$ cat src/rtl/alu_cmd_sequencer_if.sv
`default_nettype none
// ============================================================================
// Module   : alu_cmd_sequencer_if
// Desc     : Command, ALU-pin and response bundle for alu_cmd_sequencer.
//            "slave" is the sequencer's view. "master" is the environment:
//            the command producer, the ALU and the response consumer.
// Revision : 1.0 - initial release
// ============================================================================
interface alu_cmd_sequencer_if #(
    parameter int INPUT_WIDTH  = 5,
    parameter int OUTPUT_WIDTH = 6,
    parameter int A_OP_WIDTH   = 3,
    parameter int B_OP_WIDTH   = 2,
    parameter int TAG_WIDTH    = 4
);
    // Command channel
    logic                    cmd_valid;
    logic                    cmd_ready;
    logic [1:0]              cmd_mode;
    logic [A_OP_WIDTH-1:0]   cmd_op;
    logic [INPUT_WIDTH-1:0]  cmd_a;
    logic [INPUT_WIDTH-1:0]  cmd_b;
    logic [TAG_WIDTH-1:0]    cmd_tag;

    // ALU pins
    logic                    alu_en;
    logic                    a_en;
    logic                    b_en;
    logic [A_OP_WIDTH-1:0]   a_op;
    logic [B_OP_WIDTH-1:0]   b_op;
    logic [INPUT_WIDTH-1:0]  alu_a;
    logic [INPUT_WIDTH-1:0]  alu_b;
    logic [OUTPUT_WIDTH-1:0] alu_c;

    // Response channel
    logic                    rsp_valid;
    logic                    rsp_ready;
    logic [OUTPUT_WIDTH-1:0] rsp_data;
    logic [TAG_WIDTH-1:0]    rsp_tag;
    logic                    rsp_err;

    modport slave (
        input  cmd_valid, cmd_mode, cmd_op, cmd_a, cmd_b, cmd_tag,
        output cmd_ready,
        output alu_en, a_en, b_en, a_op, b_op, alu_a, alu_b,
        input  alu_c,
        output rsp_valid, rsp_data, rsp_tag, rsp_err,
        input  rsp_ready
    );

    modport master (
        output cmd_valid, cmd_mode, cmd_op, cmd_a, cmd_b, cmd_tag,
        input  cmd_ready,
        input  alu_en, a_en, b_en, a_op, b_op, alu_a, alu_b,
        output alu_c,
        input  rsp_valid, rsp_data, rsp_tag, rsp_err,
        output rsp_ready
    );
endinterface
`default_nettype wire

$ cat src/rtl/alu_cmd_sequencer.sv
`default_nettype none
// ============================================================================
// Module   : alu_cmd_sequencer
// Desc     : Front-end for the ALU. It buffers commands and issues one per
//            cycle onto the ALU pins. It then captures the registered ALU
//            result together with the command tag in a response FIFO.
//            Credit-based issue (response count + in-flight < DEPTH) means a
//            stalled consumer never causes a result to be lost.
// Options  : define ALU_SEQ_PERF_CNT_EN to add the saturating perf_issued and
//            perf_stall counters.
// Revision : 1.0 - initial release
// ============================================================================
module alu_cmd_sequencer #(
    parameter int INPUT_WIDTH  = 5,
    parameter int OUTPUT_WIDTH = 6,
    parameter int A_OP_WIDTH   = 3,
    parameter int B_OP_WIDTH   = 2,
    parameter int DEPTH        = 4,
    parameter int TAG_WIDTH    = 4
) (
    input  wire logic          clk,
    input  wire logic          rst_n,
    alu_cmd_sequencer_if.slave bus
`ifdef ALU_SEQ_PERF_CNT_EN
    ,
    output logic [15:0]        perf_issued,
    output logic [15:0]        perf_stall
`endif
);
    localparam int         c_PTR_W    = $clog2(DEPTH);
    localparam int         c_USE_W    = c_PTR_W + 2;
    localparam logic [1:0] c_MODE_INV = 2'b00;
    localparam logic [1:0] c_MODE_A   = 2'b01;
    localparam logic [1:0] c_MODE_B11 = 2'b11;
    localparam logic [c_PTR_W:0] c_PTR_ONE = {{c_PTR_W{1'b0}}, 1'b1};

    typedef struct packed {
        logic [1:0]             mode;
        logic [A_OP_WIDTH-1:0]  op;
        logic [INPUT_WIDTH-1:0] a;
        logic [INPUT_WIDTH-1:0] b;
        logic [TAG_WIDTH-1:0]   tag;
    } cmd_t;

    typedef struct packed {
        logic [OUTPUT_WIDTH-1:0] data;
        logic [TAG_WIDTH-1:0]    tag;
        logic                    err;
    } rsp_t;

    cmd_t                    r_cmd_mem [DEPTH];
    rsp_t                    r_rsp_mem [DEPTH];
    logic [c_PTR_W:0]        r_cmd_wr, r_cmd_rd, r_rsp_wr, r_rsp_rd;

    logic                    r_s1_valid, r_s1_err, r_s2_valid, r_s2_err;
    logic [TAG_WIDTH-1:0]    r_s1_tag, r_s2_tag;
    logic                    r_alu_en, r_a_en, r_b_en;
    logic [A_OP_WIDTH-1:0]   r_a_op;
    logic [B_OP_WIDTH-1:0]   r_b_op;
    logic [INPUT_WIDTH-1:0]  r_alu_a, r_alu_b;

    logic                    w_cmd_empty, w_cmd_full, w_cmd_push;
    logic                    w_rsp_empty, w_rsp_pop;
    logic [c_PTR_W:0]        w_rsp_count;
    logic [c_USE_W-1:0]      w_used;
    logic                    w_credit_ok, w_issue, w_issue_ok;
    cmd_t                    w_cmd_in, w_head;
    rsp_t                    w_rsp_in, w_rsp_head;
    logic [OUTPUT_WIDTH-1:0] w_rsp_data;

    // ---------------------------------------------------------------- command FIFO
    assign w_cmd_empty = (r_cmd_wr == r_cmd_rd);
    assign w_cmd_full  = (r_cmd_wr[c_PTR_W] != r_cmd_rd[c_PTR_W]) &&
                         (r_cmd_wr[c_PTR_W-1:0] == r_cmd_rd[c_PTR_W-1:0]);
    assign bus.cmd_ready = !w_cmd_full;
    assign w_cmd_push  = bus.cmd_valid && !w_cmd_full;
    assign w_cmd_in    = {bus.cmd_mode, bus.cmd_op, bus.cmd_a, bus.cmd_b, bus.cmd_tag};
    assign w_head      = r_cmd_mem[r_cmd_rd[c_PTR_W-1:0]];

    // Command storage is not reset; the pointers alone determine validity.
    always_ff @(posedge clk) begin
        if (w_cmd_push) begin
            r_cmd_mem[r_cmd_wr[c_PTR_W-1:0]] <= w_cmd_in;
        end
    end

    // ---------------------------------------------------------------- credit / issue
    // Every issued slot will land in the response FIFO, so reserve room for
    // it at issue time: queued responses plus S1/S2 must stay below DEPTH.
    assign w_rsp_count = r_rsp_wr - r_rsp_rd;
    assign w_used      = c_USE_W'(w_rsp_count) + c_USE_W'(r_s1_valid) + c_USE_W'(r_s2_valid);
    assign w_credit_ok = (w_used < c_USE_W'(DEPTH));
    assign w_issue     = !w_cmd_empty && w_credit_ok;
    assign w_issue_ok  = w_issue && (w_head.mode != c_MODE_INV);

    // S1 drives the ALU pins; every pin returns to 0 unless a valid mode issues.
    always_ff @(posedge clk or negedge rst_n) begin
        if (!rst_n) begin
            r_s1_valid <= 1'b0;
            r_s1_err   <= 1'b0;
            r_s1_tag   <= '0;
            r_alu_en   <= 1'b0;
            r_a_en     <= 1'b0;
            r_b_en     <= 1'b0;
            r_a_op     <= '0;
            r_b_op     <= '0;
            r_alu_a    <= '0;
            r_alu_b    <= '0;
        end else begin
            r_s1_valid <= w_issue;
            r_s1_err   <= w_issue && (w_head.mode == c_MODE_INV);
            r_s1_tag   <= w_issue ? w_head.tag : '0;
            r_alu_en   <= w_issue_ok;
            r_a_en     <= w_issue_ok && w_head.mode[0];
            r_b_en     <= w_issue_ok && w_head.mode[1];
            r_a_op     <= (w_issue_ok && (w_head.mode == c_MODE_A)) ? w_head.op : '0;
            r_b_op     <= (w_issue_ok && w_head.mode[1]) ? w_head.op[B_OP_WIDTH-1:0] : '0;
            r_alu_a    <= w_issue_ok ? w_head.a : '0;
            r_alu_b    <= w_issue_ok ? w_head.b : '0;
        end
    end

    assign bus.alu_en = r_alu_en;
    assign bus.a_en   = r_a_en;
    assign bus.b_en   = r_b_en;
    assign bus.a_op   = r_a_op;
    assign bus.b_op   = r_b_op;
    assign bus.alu_a  = r_alu_a;
    assign bus.alu_b  = r_alu_b;

    // S2 tracks the slot while the ALU registers its result.
    always_ff @(posedge clk or negedge rst_n) begin
        if (!rst_n) begin
            r_s2_valid <= 1'b0;
            r_s2_err   <= 1'b0;
            r_s2_tag   <= '0;
        end else begin
            r_s2_valid <= r_s1_valid;
            r_s2_err   <= r_s1_err;
            r_s2_tag   <= r_s1_tag;
        end
    end

    // ---------------------------------------------------------------- response FIFO
    assign w_rsp_data  = r_s2_err ? {OUTPUT_WIDTH{1'b0}} : bus.alu_c;
    assign w_rsp_in    = {w_rsp_data, r_s2_tag, r_s2_err};
    assign w_rsp_empty = (r_rsp_wr == r_rsp_rd);
    assign w_rsp_pop   = !w_rsp_empty && bus.rsp_ready;
    assign w_rsp_head  = w_rsp_empty ? '0 : r_rsp_mem[r_rsp_rd[c_PTR_W-1:0]];

    assign bus.rsp_valid = !w_rsp_empty;
    assign bus.rsp_data  = w_rsp_head.data;
    assign bus.rsp_tag   = w_rsp_head.tag;
    assign bus.rsp_err   = w_rsp_head.err;

    // Response storage; credit guarantees a free entry whenever S2 is valid.
    always_ff @(posedge clk) begin
        if (r_s2_valid) begin
            r_rsp_mem[r_rsp_wr[c_PTR_W-1:0]] <= w_rsp_in;
        end
    end

    // All FIFO pointers; reset empties both FIFOs.
    always_ff @(posedge clk or negedge rst_n) begin
        if (!rst_n) begin
            r_cmd_wr <= '0;
            r_cmd_rd <= '0;
            r_rsp_wr <= '0;
            r_rsp_rd <= '0;
        end else begin
            if (w_cmd_push) r_cmd_wr <= r_cmd_wr + c_PTR_ONE;
            if (w_issue)    r_cmd_rd <= r_cmd_rd + c_PTR_ONE;
            if (r_s2_valid) r_rsp_wr <= r_rsp_wr + c_PTR_ONE;
            if (w_rsp_pop)  r_rsp_rd <= r_rsp_rd + c_PTR_ONE;
        end
    end

`ifdef ALU_SEQ_PERF_CNT_EN
    logic [15:0] r_perf_issued, r_perf_stall;
    logic        w_stall;

    assign w_stall = !w_cmd_empty && !w_credit_ok;

    // Saturating counters: cycles with alu_en high, and credit-blocked cycles.
    always_ff @(posedge clk or negedge rst_n) begin
        if (!rst_n) begin
            r_perf_issued <= '0;
            r_perf_stall  <= '0;
        end else begin
            if (r_alu_en && (r_perf_issued != 16'hFFFF)) r_perf_issued <= r_perf_issued + 16'd1;
            if (w_stall  && (r_perf_stall  != 16'hFFFF)) r_perf_stall  <= r_perf_stall  + 16'd1;
        end
    end

    assign perf_issued = r_perf_issued;
    assign perf_stall  = r_perf_stall;
`endif
endmodule
`default_nettype wire

$ cat src/flat_wrapper.sv
// flat-port wrapper written by rule: the top's interface ports become plain ports
module alu_cmd_sequencer_flat 
#(
    parameter int INPUT_WIDTH  = 5,
    parameter int OUTPUT_WIDTH = 6,
    parameter int A_OP_WIDTH   = 3,
    parameter int B_OP_WIDTH   = 2,
    parameter int DEPTH        = 4,
    parameter int TAG_WIDTH    = 4
)
  (clk, rst_n, bus_cmd_valid, bus_cmd_mode, bus_cmd_op, bus_cmd_a, bus_cmd_b, bus_cmd_tag, bus_cmd_ready, bus_alu_en, bus_a_en, bus_b_en, bus_a_op, bus_b_op, bus_alu_a, bus_alu_b, bus_alu_c, bus_rsp_valid, bus_rsp_data, bus_rsp_tag, bus_rsp_err, bus_rsp_ready);
  alu_cmd_sequencer_if #(.INPUT_WIDTH(INPUT_WIDTH), .OUTPUT_WIDTH(OUTPUT_WIDTH), .A_OP_WIDTH(A_OP_WIDTH), .B_OP_WIDTH(B_OP_WIDTH), .TAG_WIDTH(TAG_WIDTH)) bus_i ();
  input  wire logic clk;
  input  wire logic rst_n;
  input wire logic [$bits(bus_i.cmd_valid)-1:0] bus_cmd_valid;
  input wire logic [$bits(bus_i.cmd_mode)-1:0] bus_cmd_mode;
  input wire logic [$bits(bus_i.cmd_op)-1:0] bus_cmd_op;
  input wire logic [$bits(bus_i.cmd_a)-1:0] bus_cmd_a;
  input wire logic [$bits(bus_i.cmd_b)-1:0] bus_cmd_b;
  input wire logic [$bits(bus_i.cmd_tag)-1:0] bus_cmd_tag;
  output wire logic [$bits(bus_i.cmd_ready)-1:0] bus_cmd_ready;
  output wire logic [$bits(bus_i.alu_en)-1:0] bus_alu_en;
  output wire logic [$bits(bus_i.a_en)-1:0] bus_a_en;
  output wire logic [$bits(bus_i.b_en)-1:0] bus_b_en;
  output wire logic [$bits(bus_i.a_op)-1:0] bus_a_op;
  output wire logic [$bits(bus_i.b_op)-1:0] bus_b_op;
  output wire logic [$bits(bus_i.alu_a)-1:0] bus_alu_a;
  output wire logic [$bits(bus_i.alu_b)-1:0] bus_alu_b;
  input wire logic [$bits(bus_i.alu_c)-1:0] bus_alu_c;
  output wire logic [$bits(bus_i.rsp_valid)-1:0] bus_rsp_valid;
  output wire logic [$bits(bus_i.rsp_data)-1:0] bus_rsp_data;
  output wire logic [$bits(bus_i.rsp_tag)-1:0] bus_rsp_tag;
  output wire logic [$bits(bus_i.rsp_err)-1:0] bus_rsp_err;
  input wire logic [$bits(bus_i.rsp_ready)-1:0] bus_rsp_ready;
  assign bus_i.cmd_valid = bus_cmd_valid;
  assign bus_i.cmd_mode = bus_cmd_mode;
  assign bus_i.cmd_op = bus_cmd_op;
  assign bus_i.cmd_a = bus_cmd_a;
  assign bus_i.cmd_b = bus_cmd_b;
  assign bus_i.cmd_tag = bus_cmd_tag;
  assign bus_cmd_ready = bus_i.cmd_ready;
  assign bus_alu_en = bus_i.alu_en;
  assign bus_a_en = bus_i.a_en;
  assign bus_b_en = bus_i.b_en;
  assign bus_a_op = bus_i.a_op;
  assign bus_b_op = bus_i.b_op;
  assign bus_alu_a = bus_i.alu_a;
  assign bus_alu_b = bus_i.alu_b;
  assign bus_i.alu_c = bus_alu_c;
  assign bus_rsp_valid = bus_i.rsp_valid;
  assign bus_rsp_data = bus_i.rsp_data;
  assign bus_rsp_tag = bus_i.rsp_tag;
  assign bus_rsp_err = bus_i.rsp_err;
  assign bus_i.rsp_ready = bus_rsp_ready;
  alu_cmd_sequencer #(.INPUT_WIDTH(INPUT_WIDTH), .OUTPUT_WIDTH(OUTPUT_WIDTH), .A_OP_WIDTH(A_OP_WIDTH), .B_OP_WIDTH(B_OP_WIDTH), .DEPTH(DEPTH), .TAG_WIDTH(TAG_WIDTH)) u_core (.clk(clk), .rst_n(rst_n), .bus(bus_i));
endmodule
$ cat config.mk
export PLATFORM = sky130hd
export DESIGN_NAME = alu_cmd_sequencer_flat
export DESIGN_NICKNAME = d
export VERILOG_FILES = /design/src/rtl/alu_cmd_sequencer_if.sv /design/src/rtl/alu_cmd_sequencer.sv /design/src/flat_wrapper.sv
export SDC_FILE = /design/constraint.sdc
export NUM_CORES = 1
export LEC_CHECK = 0
export BUFFER_PORTS_ARGS = -buffer_cell sky130_fd_sc_hd__buf_2
export CAP_MARGIN = 40
export CORE_MARGIN = 5
export CORE_UTILIZATION = 53
export CTS_CLUSTER_SIZE = 25
export DETAILED_ROUTE_END_ITERATION = 8
export GPL_TIMING_DRIVEN = 0
export PLACE_DENSITY = 0.86
export SETUP_SLACK_MARGIN = 0.5
export SYNTH_ARGS = -nofsm -noshare
export SYNTH_HDL_FRONTEND = slang
export SYNTH_SLANG_ARGS = --single-unit
$ cat constraint.sdc
create_clock -name clk -period 2 [get_ports clk]
set_input_delay 0.3 -clock clk [delete_from_list [all_inputs] [get_ports clk]]
set_output_delay 0.3 -clock clk [all_outputs]
set_load 0.005 [all_outputs]
# Yosys cells after proc, flatten, opt, wreduce, memory -nomap -nowiden
# Memories as Yosys holds them, arrays and structs flattened.
# Cells that the tools add are included.
# classes
addsub	7
mul	0
n_div	0
order_cmp	1
eq_ne	5
shift	0
mux	11
bitwise	0
reduce_logical	14
# op_table
cell	count
adder 3 x 1 -> 3 bit (second input constant)	4
2-to-1 mux 11 bit	1
2-to-1 mux 5 bit	2
logical AND 1 bit	9
== test 3 bit	2
2-to-1 mux 6 bit	1
adder 3 x 1 -> 4 bit	1
adder 4 x 1 -> 4 bit	1
< comparator 4 x 3 -> 1 bit (second input constant)	1
2-to-1 mux 1 bit	4
2-to-1 mux 4 bit	1
logical NOT 1 bit	3
2-to-1 mux 3 bit	1
subtractor 3 bit	1
== test 2 x 1 -> 1 bit (second input constant)	1
== test 2 bit	1
logical NOT 2 bit	1
2-to-1 mux 2 bit	1
nonzero test 2 bit	1
inequality test 1 bit	1
# totals
reg_bits	42
latch_bits	0
mem_bits_rw	120
rom_bits	0
in_bits	29
output_inout_bits	31
wordCells	57
memories	2
# mem_list
name	words	word_bits	rd	rd_ports_with_merged_regs	write_ports	line	text
u_core.r_cmd_mem	4	19	1	0	1	alu_cmd_sequencer.sv:51	cmd_t r_cmd_mem [DEPTH];
u_core.r_rsp_mem	4	11	1	0	1	alu_cmd_sequencer.sv:52	rsp_t r_rsp_mem [DEPTH];

# Depth between registers and ports, before layout
# Gate-level depths: netlist (run 1).
# logic_depth
depth_word	8
mapped_depth	9
depth_no_buf	8

# Least setup slack after synthesis (run 1)
# Ideal clock, no wire load.
# synth_timing
kind	register to register
from	register u_core.r_rsp_wr[0]
to	register u_core.r_cmd_rd[1]
setup_ps	128
arrival_ps	1851
t_required_ps	1872
setup_slack_ps	22
path_stages_with_launch	8
n_path_buf	0
period_less_slack_ps	1978
cell_sequence	dfrtp_1 > inv_1 > ha_1 > fa_1 > xnor3_1 > o21a_1 > nand2_2 > mux2_1
# synth_between
elab_chain_cells	5
# synth_rtl
element	line	text
start: declaration	alu_cmd_sequencer.sv:53	logic [c_PTR_W:0] r_cmd_wr, r_cmd_rd, r_rsp_wr, r_rsp_rd;
start signal: assignment	alu_cmd_sequencer.sv:173	if (r_s2_valid) r_rsp_wr <= r_rsp_wr + c_PTR_ONE;
subtractor 3 bit	alu_cmd_sequencer.sv:90	assign w_rsp_count = r_rsp_wr - r_rsp_rd;
adder 3 x 1 -> 4 bit	alu_cmd_sequencer.sv:91	assign w_used = c_USE_W'(w_rsp_count) + c_USE_W'(r_s1_valid) + c_USE_W'(r_s2_valid);
adder 4 x 1 -> 4 bit	alu_cmd_sequencer.sv:91	
< comparator 4 x 3 -> 1 bit	alu_cmd_sequencer.sv:92	assign w_credit_ok = (w_used < c_USE_W'(DEPTH));
logical AND 1 bit	alu_cmd_sequencer.sv:93	assign w_issue = !w_cmd_empty && w_credit_ok;
end signal: assignment	alu_cmd_sequencer.sv:172	if (w_issue) r_cmd_rd <= r_cmd_rd + c_PTR_ONE;
end: declaration	alu_cmd_sequencer.sv:53	
# Every way passes these cells.
# A chain may end at the register's enable or synchronous reset.

# Worst setup path in the final report (run 1)
# layout_timing
from	register u_core.r_rsp_rd[0]
to	output port bus_rsp_tag[2]
# layout_between
elab_chain_cells	2
word_cells_on_any_way	3
classes_between	eq/ne: 1; mux: 1; memory: 1
# layout_rtl
element	line	text
start: declaration	alu_cmd_sequencer.sv:53	
start signal: assignment	alu_cmd_sequencer.sv:174	if (w_rsp_pop) r_rsp_rd <= r_rsp_rd + c_PTR_ONE;
memory (4 x 11 bit) / == test 3 bit (equally long branches)	-	
2-to-1 mux 11 bit (*)	alu_cmd_sequencer.sv:149	assign w_rsp_head = w_rsp_empty ? '0 : r_rsp_mem[r_rsp_rd[c_PTR_W-1:0]];
end: declaration	flat_wrapper.sv:32	output wire logic [$bits(bus_i.rsp_tag)-1:0] bus_rsp_tag;
# Mark *: on every way between the ends. The rest lies on a longest branch, timed or not.

==> impl_metrics.py, run 1 <==
metrics = {
    "clock_network": {
        "h-tree-depth": 4,
        "clock_sinks": 162,
        "root_buffer": "clkbuf_16",
        "clk_pin_slew_ns": 0.07,
        "clk_latency_ns": 0.43,
        "cts_tree": "done",
        "clk_path_buf_depth": 2,
        "cts_buffers": 17,
    },
    "timing": {
        "rsz0062_at_grt": "true",
        "relSlewSlack": 0.543,
        "fmax_ghz": 0.461,
        "hold_viol": 0,
        "skew_ns": 0.0161,
        "hold_slack_ns": 0.0846,
        "final.min_clock_period_ns": 2.17,
        "setup_viol": 34,
        "tightest_slew_ns": 0.685,
        "maxSlewViolCount": 0,
        "period_share": 1.09,
        "setup_slack_ns": -0.171,
    },
    "grt": {
        "antenna_found_initial": 0,
        "grt_max_degree": 32,
        "grt_first_pass_wirelength_um": 22000,
        "grt_overflow_total": 0,
        "grt_pass1_vias": 3734,
        "track_usage": 0.214,
    },
    "logic_synthesis": {
        "synth_nets": 345,
        "synth_cell_types": 36,
        "postSynth.asyncResetShare": 0.259,
        "synth_top_flop_cell": "edfxtp_1",
        "synth-edff-count": 120,
        "ys_warn_count": 0,
        "synth_top_area_frac": 0.582,
        "syn_inst": 302,
        "ys_seq_area_frac": 0.751,
        "synth_area_mm2": 0.00619,
        "synth_area_leaders": "edfxtp_1 58%, dfrtp_1 17%, mux4_2 11%, ha_1 2.6%, and2_1 2.0%",
        "yosys.area.top_type": "edfxtp_1",
        "ys_ff_latch": 162,
        "syn_area_per_cell_um2": 20.5,
    },
    "setup_path": {
        "path_cells": "buf_6 > ha_4 > nand3_4 > buf_8 > and2_1 > buf_2",
        "end_kind": "output port",
        "crit_family": "flip-flops",
        "start_kind": "flop",
        "cpPeakStageDelay_ns": 0.45,
        "critPathBufInv": 3,
        "path_max_fanout": 5,
        "critPathKind": "reg -> out",
        "cpMaxStageDelayCell": "dfrtp_2",
        "critPathArrivalTime_ns": 1.87,
        "required_ns": 1.70,
    },
    "power": {
        "combPwrFrac": 0.510,
        "seqPwrFrac": 0.293,
        "internal-power_mw": 11.8,
        "p_leak_nw": 3.40,
        "vdd.ir_drop.worst_v": 0.00120,
        "p_clk_frac": 0.197,
        "powerDensity_mw_per_mm2": 2050,
        "swShare": 0.330,
        "switchingPower_mw": 5.79,
    },
    "placed_design": {
        "dp_cells": 505,
        "placed_area_mm2": 0.00679,
        "gp_congestion": 0.724,
        "io_buffers": 59,
        "dpl.hpwl_um": 6630,
    },
    "outcome": {
        "violations": "setup timing",
        "status": "complete, but fails checks",
    },
    "layout": {
        "area_growth_pct": 38.3,
        "postLayoutCoreUtil": 0.750,
        "nets": 488,
        "finalInstanceArea_mm2": 0.00857,
        "diodes": 0,
        "drive_above_1_share": 0.572,
        "final_cell_count_no_fill": 601,
    },
    "detailed_routing": {
        "met3_length_um": 816,
        "wl_met1_um": 5650,
        "dr.max_layer_used": "met4",
        "wl_met2_um": 8330,
        "via_per_inst": 5.67,
        "drtIter0Drc": 269,
        "drtPass1Iterations": 4,
        "drc": 0,
        "drt_wl_total_um": 15300,
        "vias": 3405,
        "postRouteAntennaNets": 0,
        "wl_per_cell_um": 25.5,
    },
    "die": {
        "core_area_mm2": 0.0114,
        "die-area_mm2": 0.0140,
        "die_y_um": 118,
        "ioPinCount": 60,
        "fp-row-count": 39,
        "initial_utilization": 0.543,
        "fp.dieW_um": 118,
    },
    "flow_run": {
        "maxCapViolations": 0,
    },
    "worst_hold_path": {
        "hp-class": "in -> reg",
    },
}
[Yosys cell counts (2+ instances only)]
master / n
buf_2: 2
and2_1: 20
nand3_1: 5
xnor2_2: 2
xnor2_1: 6
clkbuf_1: 2
nor2b_1: 7
dfrtp_1: 42
nor3b_1: 3
xor2_1: 4
inv_1: 9
and3_1: 5
buf_6: 2
edfxtp_1: 120
ha_1: 13
mux4_2: 30
nor2b_2: 9
nand2_1: 3
[power groups by stage]
stage | Combinational, mW | Clock [mW] | Sequential (mW)
final | 8.97 | 3.46 | 5.14
after global placement | 4.29 | 0 | 5.06
after global routing | 9.46 | 3.66 | 5.20
after floorplan | 3.23 | 0 | 5.01
after detailed placement | 4.40 | 0 | 5.14
after CTS | 7.64 | 3.41 | 5.06
[layer usage]
metal	vias up	global-route usage
li1	1456	-
met4	0	0.0882
met3	35	0.0591
met5	-	0
met2	149	0.367
met1	1765	0.256
[area by class of cell]
class / count / area (um^2)
Buffer: 8 / 126
Clock buffer: 18 / 429
Clock inverter: 14 / 190
Fill cell: 591 / 2850
Inverter: 10 / 47.5
Multi-Input combinational cell: 126 / 1840
Sequential cell: 162 / 4660
Tap cell: 143 / 179
Timing Repair Buffer: 120 / 1100
[path summary, 6_finish.rpt]
| path | startpoint | end | slack (ns) | depth (start not counted) |
|---|---|---|---|---|
| max | u_core.r_rsp_rd[0] | bus_rsp_tag[2] | -0.17 | 6 |
| min | bus_cmd_tag[2] | u_core.r_cmd_mem[3][2] | 0.08 | 1 |
| max reg2reg | u_core.r_rsp_rd[0] | u_core.bus.alu_a[0] | -0.17 | 10 |
| min reg2reg | u_core.r_s1_tag[3] | u_core.r_s2_tag[3] | 0.35 | 0 |
| max in group asynchronous | rst_n | u_core.r_rsp_rd[1] | 1.19 | 3 |
| min in group asynchronous | rst_n | u_core.bus.alu_a[4] | 0.32 | 2 |
[registers in the layout (all words and copies together), names as in the netlist]
| register | flops |
|---|---|
| u_core.bus.a_en | 1 |
| u_core.bus.a_op | 3 |
| u_core.bus.alu_a | 5 |
| u_core.bus.alu_b | 5 |
| u_core.bus.alu_en | 1 |
| u_core.bus.b_en | 1 |
| u_core.bus.b_op | 2 |
| u_core.r_cmd_mem | 76 |
| u_core.r_cmd_rd | 3 |
| u_core.r_cmd_wr | 3 |
| u_core.r_rsp_mem | 44 |
| u_core.r_rsp_rd | 3 |
| u_core.r_rsp_wr | 3 |
| u_core.r_s1_err | 1 |
| u_core.r_s1_tag | 4 |
| u_core.r_s1_valid | 1 |
| u_core.r_s2_err | 1 |
| u_core.r_s2_tag | 4 |
| u_core.r_s2_valid | 1 |
[logic make-up (layout without fill, tap and decap cells)]
family | after synthesis | after routing | synth area share
mux | 32 | 32 | 0.113
fa+ha+maj | 14 | 14 | 0.0295
xor+xnor | 13 | 13 | 0.0230
buf+inv | 18 | 170 | 0.0143
simple gates | 58 | 61 | 0.0620
flops | 162 | 162 | 0.751
compound gates | 5 | 6 | 0.00707
[timing repair]
action | in CTS | in global routing
resized for setup | 84 | 40
endpoints found under the hold margin | 11 | 0
buffers inserted | 43 | 10
hold buffers | 1 | 0
cloned | 10 | 0
pin swaps | 28 | 15
setup endpoints to repair | 163 | 143
[stage by stage]
| step | power (mW) | setup slack (ns) | setup TNS (ns) |
|---|---|---|---|
| after detailed placement | 9.54 | -0.0581 | -0.0902 |
| after CTS | 16.1 | -0.114 | -1.45 |
| after global routing | 18.3 | -0.238 | -6.44 |
| after floorplan | 8.24 | 0.171 | 0 |
| after global placement | 9.35 | -0.0531 | -0.0712 |
| final | 17.6 | -0.171 | -4.56 |
[cells in the final DEF (no fill, tap or decap), drive strengths merged, types with 3 or more instances in the layout]
master	netlist	layout
buf	5	125
nand3	6	6
clkinv	0	3
nand2	4	4
nor2b	16	16
bufinv	0	3
inv	10	17
mux4	30	30
ha	13	13
dfrtp	42	42
clkbuf	3	20
edfxtp	120	120
xor2	4	4
and3	5	5
nor3b	3	3
xnor2	8	8
and2	21	24
No activity file was read; power rests on OpenSTA's default activity.
==> run 2: changes to the inputs <==
- BUFFER_PORTS_ARGS: -buffer_cell sky130_fd_sc_hd__buf_2 -> default
- CAP_MARGIN: 40 -> 30
- CORE_UTILIZATION: 53 -> 55
- DONT_BUFFER_PORTS: default -> 1
- PLACE_DENSITY: 0.86 -> 0.84
- SLEW_MARGIN: default -> 40
==> impl_metrics.py, run 2 (synthesized netlist as in run 1, its figures left out) <==
metrics = {
    "clock_network": {
        "root_buffer": "clkbuf_16",
        "h-tree-depth": 4,
        "cts_tree": "done",
        "clk_latency_ns": 0.43,
        "clock_sinks": 162,
        "cts_buffers": 17,
        "clk_path_buf_depth": 2,
        "clk_pin_slew_ns": 0.06,
    },
    "power": {
        "swShare": 0.335,
        "powerDensity_mw_per_mm2": 2040,
        "internal-power_mw": 11.4,
        "vdd.ir_drop.worst_v": 0.00119,
        "combPwrFrac": 0.503,
        "p_clk_frac": 0.195,
        "seqPwrFrac": 0.302,
        "switchingPower_mw": 5.76,
        "totalPowerFinal_mw": 17.2,
        "p_leak_nw": 3.21,
    },
    "outcome": {
        "status": "complete, but fails checks",
        "violations": "setup timing",
    },
    "die": {
        "core_area_mm2": 0.0109,
        "initial_utilization": 0.566,
        "die_y_um": 116,
        "ioPinCount": 60,
        "die-area_mm2": 0.0135,
        "fp.dieW_um": 116,
        "fp-row-count": 38,
    },
    "timing": {
        "skew_ns": 0.0146,
        "fmax_ghz": 0.497,
        "hold_slack_ns": 0.0298,
        "final.min_clock_period_ns": 2.01,
        "relSlewSlack": 0.776,
        "setup_tns_ns": -0.0370,
        "setup_viol": 9,
        "rsz0062_at_grt": "true",
        "setup_slack_ns": -0.0105,
        "tightest_slew_ns": 0.336,
        "hold_viol": 0,
        "period_share": 1.01,
        "maxSlewViolCount": 0,
    },
    "placed_design": {
        "io_buffers": 0,
        "dp_cells": 442,
        "dpl_worst_slack_ns": -0.0119,
        "dpl.hpwl_um": 6360,
        "placed_area_mm2": 0.00647,
        "gp_congestion": 0.743,
    },
    "grt": {
        "grt_overflow_total": 0,
        "track_usage": 0.233,
        "grt_max_degree": 43,
        "antenna_found_initial": 0,
        "grt_pass1_vias": 3602,
        "grt_first_pass_wirelength_um": 21800,
    },
    "detailed_routing": {
        "wl_per_cell_um": 27.7,
        "postRouteAntennaNets": 0,
        "drtPass1Iterations": 4,
        "drt_wl_total_um": 15500,
        "vias": 3300,
        "drtIter0Drc": 263,
        "via_per_inst": 5.89,
        "drc": 0,
    },
    "layout": {
        "nets": 450,
        "fillCellCount": 533,
        "postLayoutCoreUtil": 0.771,
        "final_cell_count_no_fill": 560,
        "finalInstanceArea_mm2": 0.00843,
        "largest_reg_flops": 76,
        "diodes": 0,
        "drive_above_1_share": 0.505,
        "final_cell_mix": "120 x edfxtp_1, 36 x dfrtp_1, 30 x mux4_2",
        "layout_commonest_cell": "edfxtp_1",
        "area_growth_pct": 36.1,
    },
    "setup_path": {
        "required_ns": 1.70,
        "end_kind": "output port",
        "path_max_fanout": 10,
        "start_kind": "flop",
        "critPathKind": "reg -> out",
        "critPathArrivalTime_ns": 1.71,
    },
    "worst_hold_path": {
        "hp-class": "in -> reg",
    },
    "flow_run": {
        "maxCapViolations": 0,
    },
}
[run 2: cell count changes in the layout (fill, tap and decap cells not counted), moves of 4 or more]
| cell | delta |
|---|---|
| buf_2 | -50 |
| dlygate4sd3_1 | +19 |
| buf_6 | -13 |
| and2_4 | +4 |
| buf_4 | +4 |
| clkbuf_8 | +4 |
[run 2: final cells by class]
cell class / instances / area (um^2) / share of cell area
Clock inverter: 10 / 124 / 0.0147
Inverter: 10 / 50.0 / 0.00594
Clock buffer: 22 / 474 / 0.0562
Timing Repair Buffer: 79 / 905 / 0.107
Multi-Input combinational cell: 129 / 1900 / 0.226
Buffer: 8 / 139 / 0.0165
Tap cell: 140 / 175 / 0.0208
Sequential cell: 162 / 4660 / 0.553
[run 2: power groups by stage]
stage               combinational, mW  sequential (mW)  clock (mW)
floorplan                        3.23             5.01           0
global placement                 3.91             5.10           0
detailed placement               4.03             5.17           0
CTS                              7.19             5.11        3.27
global route                     9.08             5.25        3.52
finish                           8.65             5.19        3.34
[run 2: timing repair]
item                                    CTS  global route
cloned                                   11             0
gates resized for setup                 100            26
pin swaps                                28            14
endpoints found under the setup margin  165           131
buffers inserted                         36            18
endpoints found under the hold margin   118             0
hold buffers                             21             0
[run 2: metal layers]
metal / share of wire / GRT usage
met3: 0.061 / 0.0793
met4: 0.031 / 0.108
met5: 0 / 0
met2: 0.54 / 0.399
met1: 0.37 / 0.266
[run 2: worst max-delay path, stage by stage, from the launching register on]
cell and delay, ns:
dfrtp_2 0.44, buf_12 0.17, mux4_2 0.52, and2_4 0.16
[run 2: worst paths after layout]
check,slack (ns),cells past startpoint,end,startpoint
worst min register to register,0.36,0,u_core.r_s2_err,u_core.r_s1_err
worst max register to register,0.02,7,u_core.r_cmd_rd[1],u_core.r_rsp_wr[0]
worst max-delay path,-0.01,3,bus_rsp_tag[1],u_core.r_rsp_rd[0]
max in group asynchronous,1.43,2,u_core.r_cmd_rd[2],rst_n
min in group asynchronous,0.34,2,u_core.bus.alu_b[2],rst_n
worst min-delay path,0.03,2,u_core.r_rsp_rd[0],bus_rsp_ready
==> run 3: changes to the inputs <==
- CAP_MARGIN: 30 -> 20
- CTS_BUF_LIST: default -> sky130_fd_sc_hd__clkbuf_8
==> impl_metrics.py, run 3 (synthesized netlist as in run 1, its figures left out) <==
metrics = {
    "outcome": {
        "status": "complete, but fails checks",
        "violations": "setup timing",
    },
    "detailed_routing": {
        "vias": 3132,
        "wl_met2_um": 7540,
        "met3_length_um": 821,
        "wl_per_cell_um": 25.0,
        "drtPass1Iterations": 4,
        "drt_wl_total_um": 13600,
        "postRouteAntennaNets": 0,
        "drtIter0Drc": 242,
        "drc": 0,
        "via_per_inst": 5.74,
        "dr.max_layer_used": "met4",
        "wl_met1_um": 4800,
    },
    "placed_design": {
        "gp_congestion": 0.743,
        "dpl_worst_slack_ns": -0.0119,
        "io_buffers": 0,
        "placed_area_mm2": 0.00647,
        "dp_cells": 442,
        "dpl.hpwl_um": 6360,
    },
    "clock_network": {
        "h-tree-depth": 4,
        "root_buffer": "clkbuf_8",
        "cts_tree": "done",
        "cts_buffers": 17,
        "clk_pin_slew_ns": 0.09,
        "clk_latency_ns": 0.45,
        "clk_path_buf_depth": 2,
        "clock_sinks": 162,
    },
    "grt": {
        "grt_max_degree": 43,
        "track_usage": 0.209,
        "antenna_found_initial": 0,
        "grt_first_pass_wirelength_um": 19800,
        "grt_overflow_total": 0,
        "grt_pass1_vias": 3414,
    },
    "timing": {
        "period_share": 1.02,
        "setup_tns_ns": -0.374,
        "hold_slack_ns": 0.172,
        "maxSlewViolCount": 0,
        "hold_viol": 0,
        "tightest_slew_ns": 0.365,
        "skew_ns": 0.0206,
        "setup_slack_ns": -0.0451,
        "final.min_clock_period_ns": 2.05,
        "fmax_ghz": 0.489,
        "setup_viol": 17,
        "relSlewSlack": 0.755,
        "rsz0062_at_grt": "true",
    },
    "die": {
        "fp-row-count": 38,
        "core_area_mm2": 0.0109,
        "die-area_mm2": 0.0135,
        "fp.dieW_um": 116,
        "ioPinCount": 60,
        "initial_utilization": 0.566,
        "die_y_um": 116,
    },
    "setup_path": {
        "path_max_fanout": 10,
        "start_kind": "flop",
        "critPathKind": "reg -> out",
        "crit_family": "multiplexers",
        "required_ns": 1.70,
        "cp-endpoint": "bus_rsp_tag[1]",
        "startpoint": "u_core.r_rsp_rd[0]",
        "cpPeakStageDelay_ns": 0.52,
        "r2r_cells": 7,
        "crit_cells": 3,
        "critPathBufInv": 1,
        "rrSetupSlack_ns": -0.02,
        "path_cells": "buf_12 > mux4_2 > and2_4",
        "cpMaxStageDelayCell": "mux4_2",
        "end_kind": "output port",
        "reg2reg_from": "u_core.r_rsp_rd[0]",
        "r2r_end": "u_core.bus.alu_b[0]",
        "critPathArrivalTime_ns": 1.75,
    },
    "power": {
        "powerDensity_mw_per_mm2": 1900,
        "totalPowerFinal_mw": 15.4,
        "p_leak_nw": 3.04,
        "vdd.ir_drop.worst_v": 0.00106,
    },
    "layout": {
        "drive_above_1_share": 0.478,
        "area_growth_pct": 30.3,
        "final_cell_mix": "120 x edfxtp_1, 38 x dfrtp_1, 30 x mux4_2",
        "diodes": 0,
        "final_cell_count_no_fill": 546,
        "postLayoutCoreUtil": 0.738,
        "layout_commonest_cell": "edfxtp_1",
        "largest_reg_flops": 76,
        "nets": 436,
        "fillCellCount": 580,
        "finalInstanceArea_mm2": 0.00807,
    },
    "worst_hold_path": {
        "min_path_cells": 1,
        "hp-class": "in -> reg",
    },
    "flow_run": {
        "maxCapViolations": 0,
    },
}
## run 3: cell count changes in the layout (fill, tap and decap cells not counted), sizes merged
cell         change
inv              +2
dlygate4sd3      +2
a31oi            -1
buf             -16
clkbuf           -1
## run 3: repair_timing
action	CTS	global route
setup buffers	29	10
endpoints found under the setup margin	164	120
gates cloned	10	0
hold endpoints to repair	119	1
gates resized for setup	87	24
hold buffers	22	1
pin swaps	24	10
## run 3: metal layers
metal	GRT usage	vias to the layer above
met5	0	-
met4	0.0851	0
met3	0.0668	35
met2	0.372	116
met1	0.234	1635
li1	-	1346
## run 3: how the worst min path moves through the flow
stage | start | to | slack [ns]
finish | bus_alu_c[2] | u_core.r_rsp_mem[0][7] | 0.17
global route | bus_alu_c[3] | u_core.r_rsp_mem[1][8] | 0.14
CTS | bus_rsp_ready | u_core.r_rsp_rd[2] | 0.02
detailed placement | rst_n | u_core.bus.alu_a[1] | 0.006
global placement | rst_n | u_core.bus.alu_en | 0.006
floorplan | rst_n | u_core.bus.a_en | 0.004
## run 3: area by class of cell
cell class                      count  area [um^2]  area share
Buffer                              8          139      0.0172
Clock buffer                       20          275      0.0341
Clock inverter                     12          131      0.0163
Inverter                           10         50.0     0.00620
Multi-Input combinational cell    128         1840       0.228
Sequential cell                   162         4660       0.577
Tap cell                          140          175      0.0217
Timing Repair Buffer               66          797      0.0988
## run 3: power breakdown
group          internal, mW  total (mW)  leakage (nW)  switching (mW)
combinational          4.33        7.79          1.19            3.46
clock                  1.21        2.41         0.208            1.20
sequential             4.64        5.14          1.64           0.501
## run 3: worst register-to-register path: stages, from the launching register on
cell and delay, ns:
dfrtp_2 0.47, ha_4 0.19, fa_2 0.37, xnor3_1 0.24
o21a_4 0.23, nand3_4 0.15, buf_16 0.20, nor2b_4 0.12
